**src/rtl/fp_unit_pkg.sv**
```systemverilog
// Shared definitions for the floating-point compare unit: op encodings,
// canonical NaN constants, pipeline depth bounds and operand classification.
package fp_unit_pkg;

   localparam int unsigned XLEN = 64;

   typedef enum logic [2:0] {
      OpEq  = 3'b000,
      OpLt  = 3'b001,
      OpLe  = 3'b010,
      OpMin = 3'b011,
      OpMax = 3'b100
   } fp_op_e;

   localparam logic [XLEN-1:0] CANON_NAN_S = 64'hFFFF_FFFF_7FC0_0000;
   localparam logic [XLEN-1:0] CANON_NAN_D = 64'h7FF8_0000_0000_0000;

   localparam int unsigned PIPE_STAGES_MIN = 1;
   localparam int unsigned PIPE_STAGES_MAX = 4;

   typedef struct packed {
      logic        sign;
      logic [62:0] mag;   // exponent and mantissa, zero-extended for single
      logic        nan;
      logic        snan;
   } fp_class_t;

   // Out-of-range depths are pulled back into the legal window.
   function automatic int unsigned clamp_stages(input int unsigned n);
      if (n < PIPE_STAGES_MIN) return PIPE_STAGES_MIN;
      if (n > PIPE_STAGES_MAX) return PIPE_STAGES_MAX;
      return n;
   endfunction

   // Single format looks only at bits [31:0]; the upper half is ignored.
   function automatic fp_class_t classify(input logic [XLEN-1:0] x, input logic dbl);
      fp_class_t c;
      if (dbl) begin
         c.sign = x[63];
         c.mag  = x[62:0];
         c.nan  = (&x[62:52]) & (|x[51:0]);
         c.snan = c.nan & ~x[51];
      end else begin
         c.sign = x[31];
         c.mag  = {32'd0, x[30:0]};
         c.nan  = (&x[30:23]) & (|x[22:0]);
         c.snan = c.nan & ~x[22];
      end
      return c;
   endfunction

endpackage

```
**src/rtl/fp_cmp_core.sv**
```systemverilog
// Combinational IEEE-754 compare / min / max for single and double operands.
module fp_cmp_core
   import fp_unit_pkg::*;
(
   input  logic [XLEN-1:0] a_i,
   input  logic [XLEN-1:0] b_i,
   input  logic [2:0]      op_i,
   input  logic            fmt_i,
   output logic [XLEN-1:0] res_o,
   output logic            nv_o
);

   fp_class_t       ca;
   fp_class_t       cb;
   logic            both_zero;
   logic            ord_lt;
   logic            lt_val;
   logic            eq_val;
   logic            any_nan;
   logic            any_snan;
   logic [XLEN-1:0] a_box;
   logic [XLEN-1:0] b_box;
   logic [XLEN-1:0] canon;

   // Classify operands and derive ordering relations.
   always_comb begin
      ca        = classify(a_i, fmt_i);
      cb        = classify(b_i, fmt_i);
      both_zero = (ca.mag == 63'd0) && (cb.mag == 63'd0);
      // Total order with -0 < +0; negatives order by reversed magnitude.
      if (ca.sign != cb.sign) begin
         ord_lt = ca.sign;
      end else if (ca.sign) begin
         ord_lt = ca.mag > cb.mag;
      end else begin
         ord_lt = ca.mag < cb.mag;
      end
      lt_val   = ord_lt & ~both_zero;
      eq_val   = both_zero | ((ca.sign == cb.sign) && (ca.mag == cb.mag));
      any_nan  = ca.nan | cb.nan;
      any_snan = ca.snan | cb.snan;
      a_box    = fmt_i ? a_i : {32'hFFFF_FFFF, a_i[31:0]};
      b_box    = fmt_i ? b_i : {32'hFFFF_FFFF, b_i[31:0]};
      canon    = fmt_i ? CANON_NAN_D : CANON_NAN_S;
   end

   // Select the result and invalid flag for the requested operation.
   always_comb begin
      res_o = '0;
      nv_o  = 1'b0;
      case (op_i)
         OpEq: begin
            res_o = {63'd0, eq_val & ~any_nan};
            nv_o  = any_snan;
         end
         OpLt: begin
            res_o = {63'd0, lt_val & ~any_nan};
            nv_o  = any_nan;
         end
         OpLe: begin
            res_o = {63'd0, (lt_val | eq_val) & ~any_nan};
            nv_o  = any_nan;
         end
         OpMin, OpMax: begin
            if (ca.nan && cb.nan) begin
               res_o = canon;
            end else if (ca.nan) begin
               res_o = b_box;
            end else if (cb.nan) begin
               res_o = a_box;
            end else if (op_i == OpMin) begin
               res_o = ord_lt ? a_box : b_box;
            end else begin
               res_o = ord_lt ? b_box : a_box;
            end
            nv_o = any_snan;
         end
         default: begin
            res_o = '0;
            nv_o  = 1'b0;
         end
      endcase
   end

endmodule

```
**src/rtl/fp_cmp_pipe.sv**
```systemverilog
// Stall-all pipeline around fp_cmp_core with valid/ready handshake,
// synchronous flush and a sticky invalid-operation flag.
module fp_cmp_pipe
   import fp_unit_pkg::*;
#(
   parameter int unsigned DATA_WIDTH  = 64,
   parameter int unsigned PIPE_STAGES = 2
) (
   input  logic                  in_clk,
   input  logic                  in_rst,
   input  logic                  in_valid,
   output logic                  out_ready,
   input  logic [DATA_WIDTH-1:0] in_numA,
   input  logic [DATA_WIDTH-1:0] in_numB,
   input  logic [2:0]            in_op,
   input  logic                  in_fmt,
   input  logic                  in_flush,
   input  logic                  in_flag_clr,
   output logic                  out_valid,
   input  logic                  in_ready,
   output logic [DATA_WIDTH-1:0] out_data,
   output logic                  out_flag_NV,
   output logic                  out_flag_NV_sticky
);

   localparam int unsigned Stages = clamp_stages(PIPE_STAGES);

   logic [DATA_WIDTH-1:0] core_res;
   logic                  core_nv;
   logic                  advance;

   logic [Stages-1:0]     vld_q;
   logic [Stages-1:0]     vld_d;
   logic [Stages-1:0]     nv_q;
   logic [Stages-1:0]     nv_d;
   logic [DATA_WIDTH-1:0] data_q [Stages];
   logic [DATA_WIDTH-1:0] data_d [Stages];
   logic                  sticky_q;
   logic                  sticky_d;

   fp_cmp_core u_core (
      .a_i   (in_numA),
      .b_i   (in_numB),
      .op_i  (in_op),
      .fmt_i (in_fmt),
      .res_o (core_res),
      .nv_o  (core_nv)
   );

   // Whole pipeline moves when the output slot is free or being drained.
   always_comb begin
      advance   = ~vld_q[Stages-1] | in_ready;
      out_ready = advance;
   end

   // Stage shifting; flush drops every valid including the incoming operand.
   always_comb begin
      vld_d = vld_q;
      nv_d  = nv_q;
      for (int i = 0; i < Stages; i++) begin
         data_d[i] = data_q[i];
      end
      if (advance) begin
         vld_d[0]  = in_valid;
         nv_d[0]   = core_nv;
         data_d[0] = core_res;
         for (int i = 1; i < Stages; i++) begin
            vld_d[i]  = vld_q[i-1];
            nv_d[i]   = nv_q[i-1];
            data_d[i] = data_q[i-1];
         end
      end
      if (in_flush) begin
         vld_d = '0;
      end
   end

   // Sticky NV: a set on an output transfer wins over a simultaneous clear.
   always_comb begin
      sticky_d = (out_valid & in_ready & out_flag_NV) | (sticky_q & ~in_flag_clr);
   end

   // Pipeline and flag registers.
   always_ff @(posedge in_clk or posedge in_rst) begin
      if (in_rst) begin
         vld_q    <= '0;
         nv_q     <= '0;
         sticky_q <= 1'b0;
         for (int i = 0; i < Stages; i++) begin
            data_q[i] <= '0;
         end
      end else begin
         vld_q    <= vld_d;
         nv_q     <= nv_d;
         sticky_q <= sticky_d;
         for (int i = 0; i < Stages; i++) begin
            data_q[i] <= data_d[i];
         end
      end
   end

   // Outputs come straight from the last stage.
   always_comb begin
      out_valid          = vld_q[Stages-1];
      out_data           = data_q[Stages-1];
      out_flag_NV        = nv_q[Stages-1];
      out_flag_NV_sticky = sticky_q;
   end

endmodule
```
**config.mk**
```make
export PLATFORM = sky130hd
export DESIGN_NAME = fp_cmp_pipe
export DESIGN_NICKNAME = d
export VERILOG_FILES = /design/src/rtl/fp_unit_pkg.sv /design/src/rtl/fp_cmp_core.sv /design/src/rtl/fp_cmp_pipe.sv
export SDC_FILE = /design/constraint.sdc
export NUM_CORES = 1
export LEC_CHECK = 0
export ABC_AREA = 0
export BUFFER_PORTS_ARGS = -buffer_cell sky130_fd_sc_hd__buf_2
export CAP_MARGIN = 10
export CORE_MARGIN = 4
export CORE_UTILIZATION = 40
export DETAILED_ROUTE_END_ITERATION = 10
export PLACE_DENSITY_LB_ADDON = 0.12
export SLEW_MARGIN = 10
export SYNTH_ARGS = -nofsm -noshare
export SYNTH_HDL_FRONTEND = slang
export SYNTH_SLANG_ARGS = --single-unit
```
**constraint.sdc**
```tcl
create_clock -name in_clk -period 5.74 [get_ports in_clk]
set_input_delay 1.148 -clock in_clk [delete_from_list [all_inputs] [get_ports in_clk]]
set_output_delay 1.148 -clock in_clk [all_outputs]
set_load 0.02 [all_outputs]
```
# Yosys cells after proc, flatten, opt, wreduce, memory -nomap -nowiden
# Cells that the tools add are included.
# word_totals
regBits,133
in_bits,138
out_inout_bits,68
# classes
mux,17
eq_ne,7
bitwise,29
reduce_logical,18
n_lt_le_gt_ge,2
# ops
cell,count
2-to-1 mux 64 bit,9
one-hot mux 64 bit (4 select lines),1
2-to-1 mux 66 bit,2
logical NOT 63 bit,2
OR reduction 52 bit,2
== test 63 bit,1
greater-than comparator 63 bit,1
less-than comparator 63 bit,1
OR reduction 23 bit,2
AND reduction 11 bit,2
AND reduction 8 bit,2
bitwise AND 1 bit,15
NOT 1 bit,8
== test 3 x 2 -> 1 bit (second input constant),2
OR 1 bit,6
2-to-1 mux 2 bit,2
OR reduction 2 bit,2
== test 3 x 1 -> 1 bit (second input constant),1
== test 3 bit (second input constant),1
logical AND 1 bit,3
logical NOT 3 bit,1
OR reduction 3 bit,1
2-to-1 mux 1 bit,2
one-hot mux 1 bit (2 select lines),1
other kinds (3),3

# Logic depth before layout (Yosys ltp)
# Gate-level depths: netlist of the first run.
# logic_depth
word_depth,13
ltp_mapped,16

# Cells and area by module
# A second synthesis of the first run with hierarchy kept.
# hier_totals
hier_cells,941
hier_area_um2,9660.5
# by_module_without_submodules
module,area_each_um2,seq_area_each_um2,instances,cells_each
fp_cmp_pipe,5768.0,3328.2,1,352
fp_cmp_core,3892.5,0.0,1,589

# Least setup slack after synthesis of the first run
# Ideal clock, no wire load.
# synth_timing
kind,input to register
from,input port in_fmt
to,register data_q[64] in the netlist's numbering
arrival_time_ns,4.739
n_path_buf,4
setup_ns,0.126
setup_slack_ns,0.874
stages,15
path_cell_list,buf_1 > clkbuf_1 > clkbuf_1 > nand2_1 > ha_1 > and4_1 > nor4b_4 > a221oi_2 > o22ai_1 > or4_4 > a211oi_4 > xnor2_1 > buf_2 > a21oi_1 > a311o_1
# synth_via
elab_chain_len,10
elab_cells_between_ends,30
# synth_rtl
item,line,source
"start, declared",fp_cmp_pipe.sv:16,"input logic in_fmt,"
2-to-1 mux 66 bit,fp_unit_pkg.sv:38,if (dbl) begin
less-than comparator 63 bit / greater-than comparator 63 bit (equally long branches),"fp_cmp_core.sv:36, fp_cmp_core.sv:34",
2-to-1 mux 1 bit,fp_cmp_core.sv:33,end else if (ca.sign) begin
2-to-1 mux 1 bit,fp_cmp_core.sv:31,if (ca.sign != cb.sign) begin
2-to-1 mux 64 bit (on tied branches),"fp_cmp_core.sv:74, fp_cmp_core.sv:72",
2-to-1 mux 64 bit,fp_cmp_core.sv:71,end else if (op_i == OpMin) begin
2-to-1 mux 64 bit,fp_cmp_core.sv:69,end else if (cb.nan) begin
2-to-1 mux 64 bit,fp_cmp_core.sv:67,end else if (ca.nan) begin
2-to-1 mux 64 bit,fp_cmp_core.sv:65,if (ca.nan && cb.nan) begin
one-hot mux 64 bit (4 select lines) (*),fp_cmp_core.sv:51,case (op_i)
"end signal, assigned by index",fp_cmp_pipe.sv:97,data_q[i] <= data_d[i];
"end, declared",fp_cmp_pipe.sv:36,logic [DATA_WIDTH-1:0] data_q [Stages];
# Every way passes the cells marked *; elsewhere a longest branch is shown, timed or not.
# A chain may end at the register's enable or synchronous reset.

# Final worst setup path of the first run
# layout_timing
from,input port in_fmt
to,register data_q[106] in the netlist's numbering
# layout_via
elab_chain_len,10
elab_cells_between_ends,18
# layout_rtl
item,line
2-to-1 mux 66 bit,fp_unit_pkg.sv:38
less-than comparator 63 bit / greater-than comparator 63 bit (equally long branches),"fp_cmp_core.sv:36, fp_cmp_core.sv:34"
2-to-1 mux 1 bit,fp_cmp_core.sv:33
2-to-1 mux 1 bit,fp_cmp_core.sv:31
2-to-1 mux 64 bit (on tied branches),"fp_cmp_core.sv:74, fp_cmp_core.sv:72"
2-to-1 mux 64 bit,fp_cmp_core.sv:71
2-to-1 mux 64 bit,fp_cmp_core.sv:69
2-to-1 mux 64 bit,fp_cmp_core.sv:67
2-to-1 mux 64 bit (*),fp_cmp_core.sv:65
one-hot mux 64 bit (4 select lines) (*),fp_cmp_core.sv:51
# Marked as above.

==> impl_metrics.py, run 1 <==
metrics = {
    "min_path": {
        "hp-class": "flop to flop",
        "min_from": "out_data[61]$_DFFE_PP0P_",
        "min_to": "out_data[61]$_DFFE_PP0P_",
        "hold_depth": 2,
    },
    "grt": {
        "grt_max_degree": 139,
        "grt-ovfl-total": 0,
        "grt_pass1_wl_mm": 49.16,
        "first_global_vias": 8843,
        "track_usage_pct": 23.38,
        "antenna_found_initial": 2,
    },
    "timing": {
        "slew_violations": 0,
        "worst_pin_slew_ns": 1.016,
        "fin_skew_ns": 0.007186,
        "timing.fmax_mhz": 198.8,
        "relSlewSlack_pct": 32.29,
        "setup_violations": 0,
        "period_share_pct": 87.65,
        "rsz0062_at_grt": "false",
        "hold_viol_final": 0,
        "fin_setup_tns_ns": 0,
        "timing.final.crit_period_ns": 5.031,
    },
    "logic_synthesis": {
        "ys_types": 56,
        "synth_seq_cells": 133,
        "synth_edf_count": 0,
        "yosys.area.top_type": "dfrtp_1",
        "yosysWarnings": 0,
        "synth_flop_cell": "dfrtp_1",
        "netlist_area_sq_um": 9385,
        "avgSynthCellArea_sq_um": 8.008,
        "synth.area.top_cells": "dfrtp_1 35%, nand2_1 14%, ha_1 8.4%, buf_4 5.1%, a21oi_1 2.8%",
        "netlist_instances": 1172,
        "syn_nets": 1373,
        "synthArstFlopShare_pct": 100.0,
        "ys_seq_area_share_pct": 35.46,
        "yosysTopAreaCellShare_pct": 35.46,
    },
    "setup_path": {
        "slowest_delay_ns": 0.72,
        "rrSetupSlack_ns": 3.23,
        "critPathSlowestCell": "buf_2",
        "cp_data_required_time_ns": 6.05,
        "worstSetupStartpointType": "input port",
        "path_cells": "buf_2 -> nand2_1 -> ha_1 -> nand4_1 -> nor4_2 -> nand3_1 -> a311oi_2 -> nor4_1 -> a211oi_4 -> xnor2_2 -> buf_12 -> o221a_1 -> o31a_1",
        "r2r-start": "vld_q[1]$_DFFE_PP0P_",
        "cp_data_arrival_time_ns": 5.34,
        "reg2reg_to": "data_q[99]$_DFFE_PP0P_",
        "reg2reg_depth": 6,
        "worstSetupPathType": "input port to flop",
        "worstPathMaxFanout": 61,
        "critPathCaptureType": "flop",
    },
    "clocking": {
        "cts_max_level": 4,
        "clock_path_buffers": 2,
        "ctsResizeCount": 0,
        "cts_root_buf": "clkbuf_16",
        "clk_pin_slew_ns": 0.06,
        "clkSinkCount": 133,
        "ctsHoldBuffers": 0,
        "cts_buffers": 17,
        "cts_tree": "yes",
        "post_cts_buffers": 0,
        "insertion_delay_ns": 0.42,
    },
    "die": {
        "io_pins": 206,
        "die_area_sq_um": 25980,
        "start_util_pct": 41.08,
        "dieWidth_um": 161.2,
        "core-area_sq_um": 22850,
        "floorplan.rows": 55,
        "dieHeight_um": 161.2,
    },
    "finish": {
        "seq_area_sq_um": 3328,
        "syn_to_final_growth_pct": 15.49,
        "nets": 1480,
        "drive_above_1_share_pct": 21.52,
        "post-route-util_pct": 47.44,
        "final_area_sq_um": 10840,
        "antennaDiodeCount": 0,
        "multi_input_area_sq_um": 5155,
        "fill_cells": 2378,
    },
    "pwr": {
        "power_leakage_nw": 5.328,
        "power_density_nw_per_um2": 261.8,
        "ir_worst_vdd_v": 0.0001847,
    },
    "detailed_routing": {
        "first_pass_iters": 6,
        "post-route-drc-count": 0,
        "wl_per_cell_um": 19.05,
        "drtIter0Drc": 653,
        "num_vias": 8960,
        "wl_mm": 30.58,
        "via_per_inst": 5.583,
        "postRouteAntennaNets": 0,
    },
    "run": {
        "drv_cap": 0,
    },
    "place": {
        "placed_area_sq_um": 10240,
        "dpl.hpwl_mm": 21.88,
        "io_buffers": 205,
        "place_congestion": 0.9024,
    },
    "outcome": {
        "outcome": "finished, final reports clean",
    },
}
-- cells in the mapped netlist (all sizes together) (20+ instances only) --
master     n
a21oi     53
and2      31
buf       74
clkbuf    64
dfrtp    133
ha        63
inv       43
nand2    360
nand4     20
nor2      26
nor4      37
o2111ai   23
o211ai    31
o21ai     35
-- worst max-delay path by stage --
stage          slack (ns)   start                 endpoint  depth (start not counted)
3_3_place_gp         0.35  in_fmt  data_q[119]$_DFFE_PP0P_                         11
6_report             0.71  in_fmt  data_q[106]$_DFFE_PP0P_                         13
3_5_place_dp         0.30  in_fmt  data_q[116]$_DFFE_PP0P_                         11
5_1_grt              0.37  in_fmt  data_q[127]$_DFFE_PP0P_                         13
2_1_floorplan        0.87  in_fmt   data_q[64]$_DFFE_PP0P_                         15
4_1_cts              0.74  in_fmt  data_q[116]$_DFFE_PP0P_                         11
-- sequential cells by signal (all words and copies together) (netlist names) --
signal and count:
out_flag_NV_sticky 1, vld_q 2, data_q 64, nv_q 2, out_data 64
-- kinds of logic after synthesis --
logic type / count (synthesis) / synth area share (%)
buffers and inverters: 181 / 9.865
adder cells (fa/ha/maj): 63 / 8.399
AO/OA/AOI/OAI: 252 / 19.81
AND/OR/NAND/NOR: 535 / 25.62
flip-flops: 133 / 35.46
multiplexers: 4 / 0.4666
XOR/XNOR: 4 / 0.3732
-- critical path: cells and delay by family --
family	cells	cell delay (ns)
buffers and inverters	2	0.93
xor gates and xnor gates	1	0.20
and+or+nand+nor	5	1.29
AOI/OAI and AO/OA	4	1.33
adders and majority gates	1	0.36
-- layout make-up --
cell class                      instances  area share (%)
Clock buffer                           18           4.052
Inverter                               43           1.535
Tap cell                              313           3.613
Multi-Input combinational cell        858           47.56
Clock inverter                         14           1.385
Sequential cell                       133           30.71
Timing Repair Buffer                  226           11.15
-- stage by stage --
step | std cells | power (mW) | setup WS [ns] | hold slack [ns]
after CTS | 1604 | 2.865 | 0.7449 | 0.4635
final | 1605 | 2.838 | 0.7091 | 0.4580
after detailed placement | 1572 | 1.740 | 0.3047 | 0.4498
after floorplan | 1172 | 1.544 | 0.8745 | 0.4400
after global routing | 1605 | 2.985 | 0.3659 | 0.4753
after global placement | 1572 | 1.733 | 0.3486 | 0.4448
-- power breakdown --
part           total [mW]  switching, mW  internal (mW)
Sequential           1.08         0.0507           1.03
Combinational       0.648          0.412          0.235
Clock                1.11          0.458          0.656
Total                2.84          0.921           1.92
-- cells in the final DEF (no fill, tap or decap), types with 19 or more instances in the layout --
| cell | synthesis | routed |
|---|---|---|
| inv_1 | 43 | 41 |
| o2111ai_1 | 23 | 23 |
| dfrtp_1 | 133 | 133 |
| nand2_1 | 360 | 360 |
| buf_4 | 64 | 19 |
| nor2_1 | 26 | 25 |
| ha_1 | 63 | 63 |
| buf_2 | 5 | 205 |
| nand4_1 | 20 | 20 |
| o21ai_0 | 34 | 34 |
| o211ai_1 | 31 | 31 |
| nor4_1 | 36 | 36 |
| and2_1 | 31 | 31 |
| a21oi_1 | 53 | 53 |
-- routing by layer --
| metal | vias up | routed length, um | track usage (%) |
|---|---|---|---|
| met5 | - | 20 | 0 |
| met4 | 4 | 815 | 7.328 |
| met3 | 58 | 1763 | 4.108 |
| met2 | 307 | 13560 | 36.03 |
| met1 | 4269 | 14420 | 33.57 |
| li1 | 4322 | - | - |
(Power assumes the default switching activity.)
==> run 2, diff against run 1 <==
--- a/config.mk
+++ b/config.mk
@@ -12,6 +12,7 @@
 export CORE_UTILIZATION = 40
 export DETAILED_ROUTE_END_ITERATION = 10
 export PLACE_DENSITY_LB_ADDON = 0.12
+export REMOVE_ABC_BUFFERS = 1
 export SLEW_MARGIN = 10
 export SYNTH_ARGS = -nofsm -noshare
 export SYNTH_HDL_FRONTEND = slang
==> impl_metrics.py, run 2 (synthesized netlist as in run 1, its figures left out) <==
metrics = {
    "die": {
        "start_util_pct": 41.08,
        "dieHeight_um": 161.2,
        "io_pins": 206,
        "core-area_sq_um": 22850,
        "dieWidth_um": 161.2,
        "die_area_sq_um": 25980,
        "floorplan.rows": 55,
    },
    "clocking": {
        "post_cts_buffers": 0,
        "ctsResizeCount": 0,
        "clock_path_buffers": 2,
        "insertion_delay_ns": 0.43,
        "ctsHoldBuffers": 0,
        "cts_tree": "yes",
        "clk_pin_slew_ns": 0.06,
        "cts_root_buf": "clkbuf_16",
        "cts_buffers": 17,
        "clkSinkCount": 133,
        "cts_max_level": 4,
    },
    "finish": {
        "seq_area_sq_um": 3328,
        "drive_above_1_share_pct": 21.42,
        "fill_cells": 2383,
        "syn_to_final_growth_pct": 15.86,
        "final_common_cell": "nand2_1",
        "most-common-layout-cells": "360 x nand2_1, 205 x buf_2, 133 x dfrtp_1, 63 x ha_1, 53 x a21oi_1",
        "multi_input_area_sq_um": 5155,
        "nets": 1481,
        "final_cells": 1608,
    },
    "setup_path": {
        "critPathCaptureType": "flop",
        "rrSetupSlack_ns": 3.02,
        "worstSetupPathType": "input port to flop",
        "r2r-start": "vld_q[1]$_DFFE_PP0P_",
        "worstPathMaxFanout": 35,
        "worstSetupStartpointType": "input port",
        "reg2reg_to": "data_q[97]$_DFFE_PP0P_",
        "cp_data_arrival_time_ns": 5.28,
        "reg2reg_depth": 6,
        "cp_data_required_time_ns": 6.06,
    },
    "grt": {
        "track_usage_pct": 23.31,
        "grt-ovfl-total": 0,
        "grt_max_degree": 93,
        "grt_pass1_wl_mm": 48.76,
        "first_global_vias": 8907,
        "antenna_found_initial": 5,
    },
    "place": {
        "dpl.hpwl_mm": 21.74,
        "placement.setup.worst_slack_ns": 0.3862,
        "io_buffers": 205,
        "place_congestion": 0.8569,
        "dp_cells": 1574,
    },
    "timing": {
        "slew_violations": 0,
        "timing.final.crit_period_ns": 4.968,
        "worst_pin_slew_ns": 1.240,
        "setup_violations": 0,
        "layout_setup_ws_ns": 0.7716,
        "fin_skew_ns": 0.007810,
        "period_share_pct": 86.56,
        "relSlewSlack_pct": 16.79,
        "rsz0062_at_grt": "false",
        "timing.fmax_mhz": 201.3,
        "holdWs_ns": 0.4578,
        "hold_viol_final": 0,
    },
    "outcome": {
        "outcome": "finished, final reports clean",
    },
    "pwr": {
        "ir_worst_vdd_v": 0.0001731,
        "sw_frac_of_total_pct": 31.35,
        "power_density_nw_per_um2": 267.9,
        "pwr-share-comb_pct": 22.2,
        "p_total_mw": 2.913,
        "internal_power_mw": 2.000,
        "p_seq_share_pct": 36.8,
        "power_leakage_nw": 5.352,
        "p_sw_mw": 0.9133,
        "power_frac_clock_pct": 41.0,
    },
    "detailed_routing": {
        "num_vias": 8867,
        "drtIter0Drc": 606,
        "wl_per_cell_um": 18.83,
        "first_pass_iters": 5,
        "wl_mm": 30.29,
        "via_per_inst": 5.514,
        "post-route-drc-count": 0,
        "postRouteAntennaNets": 0,
    },
    "min_path": {
        "hold_depth": 2,
        "min_to": "out_data[39]$_DFFE_PP0P_",
        "hp-class": "flop to flop",
        "min_from": "out_data[39]$_DFFE_PP0P_",
    },
    "run": {
        "drv_cap": 0,
    },
}
[run 2: changes by cell type in the layout (fill, tap and decap cells not counted)]
cell,before,now
inv_6,5,2
buf_4,19,21
bufinv_16,2,4
clkbuf_1,0,2
clkinvlp_4,3,1
diode_2,0,2
buf_12,2,1
clkinv_4,2,3
[run 2: worst max path at each step]
stage | startpoint | to | slack [ns] | cells after the start
floorplan | in_ready | out_ready | -3.84 | 2
global placement | in_fmt | data_q[101]$_DFFE_PP0P_ | 0.58 | 14
detailed placement | in_fmt | data_q[64]$_DFFE_PP0P_ | 0.39 | 13
CTS | in_fmt | data_q[64]$_DFFE_PP0P_ | 0.83 | 13
global route | in_fmt | data_q[106]$_DFFE_PP0P_ | 0.47 | 14
finish | in_fmt | data_q[107]$_DFFE_PP0P_ | 0.77 | 14
[run 2: layer usage]
layer / vias up / GRT usage (%) / wire, um / share of wire, %
met2: 268 / 37.78 / 14120 / 47
li1: 4315 / - / - / -
met3: 40 / 4.236 / 1558 / 5.1
met4: 6 / 6.204 / 487 / 1.6
met1: 4238 / 32.28 / 14100 / 47
met5: - / 0 / 25 / 0.083
[run 2: through the flow]
step                      utilization (%)  setup TNS, ns  cell area (sq um)
after detailed placement            44.84              0              10240
after floorplan                         -        -319.96               8621
final                               47.60              0              10870
after global routing                47.60              0              10870
after global placement              44.84              0              10240
after CTS                           47.57              0              10870
[run 2: power groups by stage]
| stage | logic, mW | clock network (mW) | registers (mW) |
|---|---|---|---|
| 5_1_grt | 0.724 | 1.26 | 1.08 |
| 6_report | 0.648 | 1.19 | 1.07 |
| 4_1_cts | 0.650 | 1.21 | 1.07 |
| 3_5_place_dp | 0.647 | 0 | 1.09 |
| 2_1_floorplan | 0.319 | 0 | 1.14 |
| 3_3_place_gp | 0.643 | 0 | 1.09 |
[run 2: cell type report]
type,count,share of cell area [%]
Multi-Input combinational cell,858,47.41
Clock buffer,20,4.108
Clock inverter,12,1.634
Inverter,43,1.530
Tap cell,313,3.601
Sequential cell,133,30.61
Timing Repair Buffer,227,11.07
Antenna cell,2,0.04602
[run 2: critical path: stages]
cell,delay [ns]
buf_2,0.34
buf_4,0.31
and2_1,0.16
ha_1,0.24
a21oi_1,0.15
o21ai_0,0.09
a221oi_1,0.28
o22ai_1,0.20
nor4_1,0.65
a211oi_4,0.15
xnor2_2,0.82
buf_12,0.28
a21boi_0,0.13
o31a_1,0.29
==> run 3, diff against run 2 <==
--- a/config.mk
+++ b/config.mk
@@ -16,4 +16,5 @@
 export SLEW_MARGIN = 10
 export SYNTH_ARGS = -nofsm -noshare
 export SYNTH_HDL_FRONTEND = slang
+export SYNTH_HIERARCHICAL = 1
 export SYNTH_SLANG_ARGS = --single-unit
==> impl_metrics.py, run 3 <==
metrics = {
    "clocking": {
        "clock_path_buffers": 2,
        "clk_pin_slew_ns": 0.06,
        "clkSinkCount": 133,
        "cts_buffers": 17,
        "ctsResizeCount": 0,
        "cts_root_buf": "clkbuf_16",
        "ctsHoldBuffers": 0,
        "cts_max_level": 4,
        "post_cts_buffers": 0,
        "insertion_delay_ns": 0.42,
        "cts_tree": "yes",
    },
    "finish": {
        "final_area_sq_um": 10960,
        "nets": 1269,
        "final_common_cell": "buf_2",
        "final_cells": 1399,
        "most-common-layout-cells": "205 x buf_2, 133 x dfrtp_1, 111 x nand2_1, 78 x mux2_4, 63 x ha_1",
        "drive_above_1_share_pct": 36.36,
        "syn_to_final_growth_pct": 13.44,
        "fill_cells": 2286,
        "post-route-util_pct": 46.41,
    },
    "pwr": {
        "p_total_mw": 2.749,
        "power_leakage_nw": 5.500,
        "p_seq_share_pct": 39.1,
        "power_frac_clock_pct": 36.6,
        "p_sw_mw": 0.8337,
        "sw_frac_of_total_pct": 30.33,
        "internal_power_mw": 1.915,
        "power_density_nw_per_um2": 250.8,
        "ir_worst_vdd_v": 0.0001291,
        "pwr-share-comb_pct": 24.3,
    },
    "place": {
        "placed_area_sq_um": 10430,
        "placement.setup.worst_slack_ns": 0.5646,
        "dpl.hpwl_mm": 20.00,
        "place_congestion": 0.8579,
        "io_buffers": 205,
        "dp_cells": 1368,
    },
    "setup_path": {
        "critPathSlowestCell": "nor4_1",
        "worstPathMaxFanout": 77,
        "cp_data_required_time_ns": 6.05,
        "reg2reg_depth": 4,
        "worstSetupPathType": "input port to flop",
        "critPathCaptureType": "flop",
        "slowest_delay_ns": 0.54,
        "worstSetupStartpointType": "input port",
        "rrSetupSlack_ns": 3.31,
        "crit_family": "simple AND/OR/NAND/NOR gates",
        "cp_data_arrival_time_ns": 5.11,
        "cp.buffers_inverters": 2,
        "path_cells": "buf_2 -> buf_12 -> and2_1 -> ha_1 -> nand4_1 -> nor4_1 -> nand2_1 -> nor2_2 -> and3_4 -> a22oi_1 -> and3_1 -> o31a_1 -> or2_1 -> o221a_1 -> mux2_4",
        "reg2reg_to": "data_q[96]$_DFFE_PP0P_",
        "r2r-start": "vld_q[1]$_DFFE_PP0P_",
    },
    "die": {
        "io_pins": 206,
        "die_area_sq_um": 26700,
        "floorplan.rows": 56,
        "dieWidth_um": 163.4,
        "start_util_pct": 40.91,
        "core-area_sq_um": 23610,
        "dieHeight_um": 163.4,
    },
    "timing": {
        "fin_skew_ns": 0.007659,
        "rsz0062_at_grt": "false",
        "timing.final.crit_period_ns": 4.806,
        "fin_setup_tns_ns": 0,
        "relSlewSlack_pct": 34.20,
        "worst_pin_slew_ns": 0.9870,
        "timing.fmax_mhz": 208.1,
        "layout_setup_ws_ns": 0.9336,
        "setup_violations": 0,
        "period_share_pct": 83.74,
        "holdWs_ns": 0.4961,
        "slew_violations": 0,
        "hold_viol_final": 0,
    },
    "logic_synthesis": {
        "netlist_instances": 941,
        "yosysTopAreaCellShare_pct": 34.45,
        "ys_seq_area_share_pct": 34.45,
        "yosysWarnings": 6,
        "synth_seq_cells": 133,
        "ys_types": 65,
        "synth.area.top_cells": "dfrtp_1 34%, mux2_4 12%, ha_1 8.2%, mux2_2 6.2%, buf_4 5.7%",
        "synth_flop_cell": "dfrtp_1",
        "avgSynthCellArea_sq_um": 10.27,
        "yosys.area.top_type": "dfrtp_1",
        "synth_edf_count": 0,
        "yosys-top-cells-count": "133 x dfrtp_1, 111 x nand2_1, 78 x mux2_4, 73 x buf_4, 63 x ha_1",
        "synthArstFlopShare_pct": 100.0,
        "netlist_area_sq_um": 9661,
        "yosysMostFrequentCell": "dfrtp_1",
    },
    "grt": {
        "antenna_found_initial": 5,
        "first_global_vias": 7272,
        "grt_max_degree": 102,
        "grt-ovfl-total": 0,
        "grt_pass1_wl_mm": 41.61,
        "track_usage_pct": 20.04,
    },
    "detailed_routing": {
        "via_per_inst": 5.337,
        "drtIter0Drc": 431,
        "wl_mm": 26.89,
        "wl_met2_mm": 11.82,
        "wl_per_cell_um": 19.22,
        "first_pass_iters": 5,
        "wl_met1_mm": 13.04,
        "postRouteAntennaNets": 0,
        "post-route-drc-count": 0,
        "num_vias": 7466,
        "top_layer_used": "met5",
        "met3_length_mm": 1.675,
    },
    "min_path": {
        "hold_depth": 1,
        "min_to": "out_data[49]$_DFFE_PP0P_",
        "hp-class": "flop to flop",
        "min_from": "out_data[49]$_DFFE_PP0P_",
    },
    "outcome": {
        "outcome": "finished, final reports clean",
    },
    "run": {
        "drv_cap": 0,
    },
}
[run 3: changes by cell type after synthesis, moves of 17 or more]
cell	previous run	this run
o21ai_0	34	12
nor3_1	10	27
mux2_2	3	53
mux2i_1	1	28
mux2_4	0	78
o211ai_1	31	3
clkbuf_1	64	16
o2111ai_1	23	2
nand2_1	360	111
[run 3: how the worst max path moves through the flow]
stage | startpoint | end | slack (ns) | cells past startpoint
after floorplan | in_numA[61] | data_q[115]$_DFFE_PP0P_ | 1.03 | 13
after global placement | in_fmt | data_q[109]$_DFFE_PP0P_ | 0.72 | 15
after detailed placement | in_fmt | data_q[105]$_DFFE_PP0P_ | 0.56 | 15
after CTS | in_fmt | data_q[105]$_DFFE_PP0P_ | 1.02 | 15
after global routing | in_fmt | data_q[113]$_DFFE_PP0P_ | 0.67 | 15
final | in_fmt | data_q[105]$_DFFE_PP0P_ | 0.93 | 15
[run 3: cell type report]
class	instances	area [sq um]	share of cell area, %
clock buffers	19	442.9	4.042
flip-flops and latches	133	3328	30.37
repair buffers	217	1141	10.41
clock inverters	10	86.33	0.7878
inverters	38	150.1	1.370
multi-input cells	661	5406	49.33
well taps	319	399.1	3.642
diodes	2	5.005	0.04567
[run 3: per-layer routing]
layer,track usage (%),vias up
met5,0,-
met4,5.604,6
met3,4.214,28
met2,29.53,255
met1,29.75,3547
li1,-,3630
[run 3: power by group through the flow]
stage / registers, mW / clock network, mW / logic [mW]
after floorplan: 1.14 / 0 / 0.368
after global placement: 1.09 / 0 / 0.663
after detailed placement: 1.09 / 0 / 0.669
after CTS: 1.08 / 1.04 / 0.672
after global routing: 1.09 / 1.08 / 0.731
final: 1.08 / 1.01 / 0.668
[run 3: kinds of logic after synthesis]
logic type / synth area share, %
xor gates and xnor gates: 0.09068
DFF: 34.45
AOI/OAI and AO/OA: 10.13
buffers and inverters: 9.753
muxes: 21.20
and+or+nand+nor: 16.22
adders and majority gates: 8.160
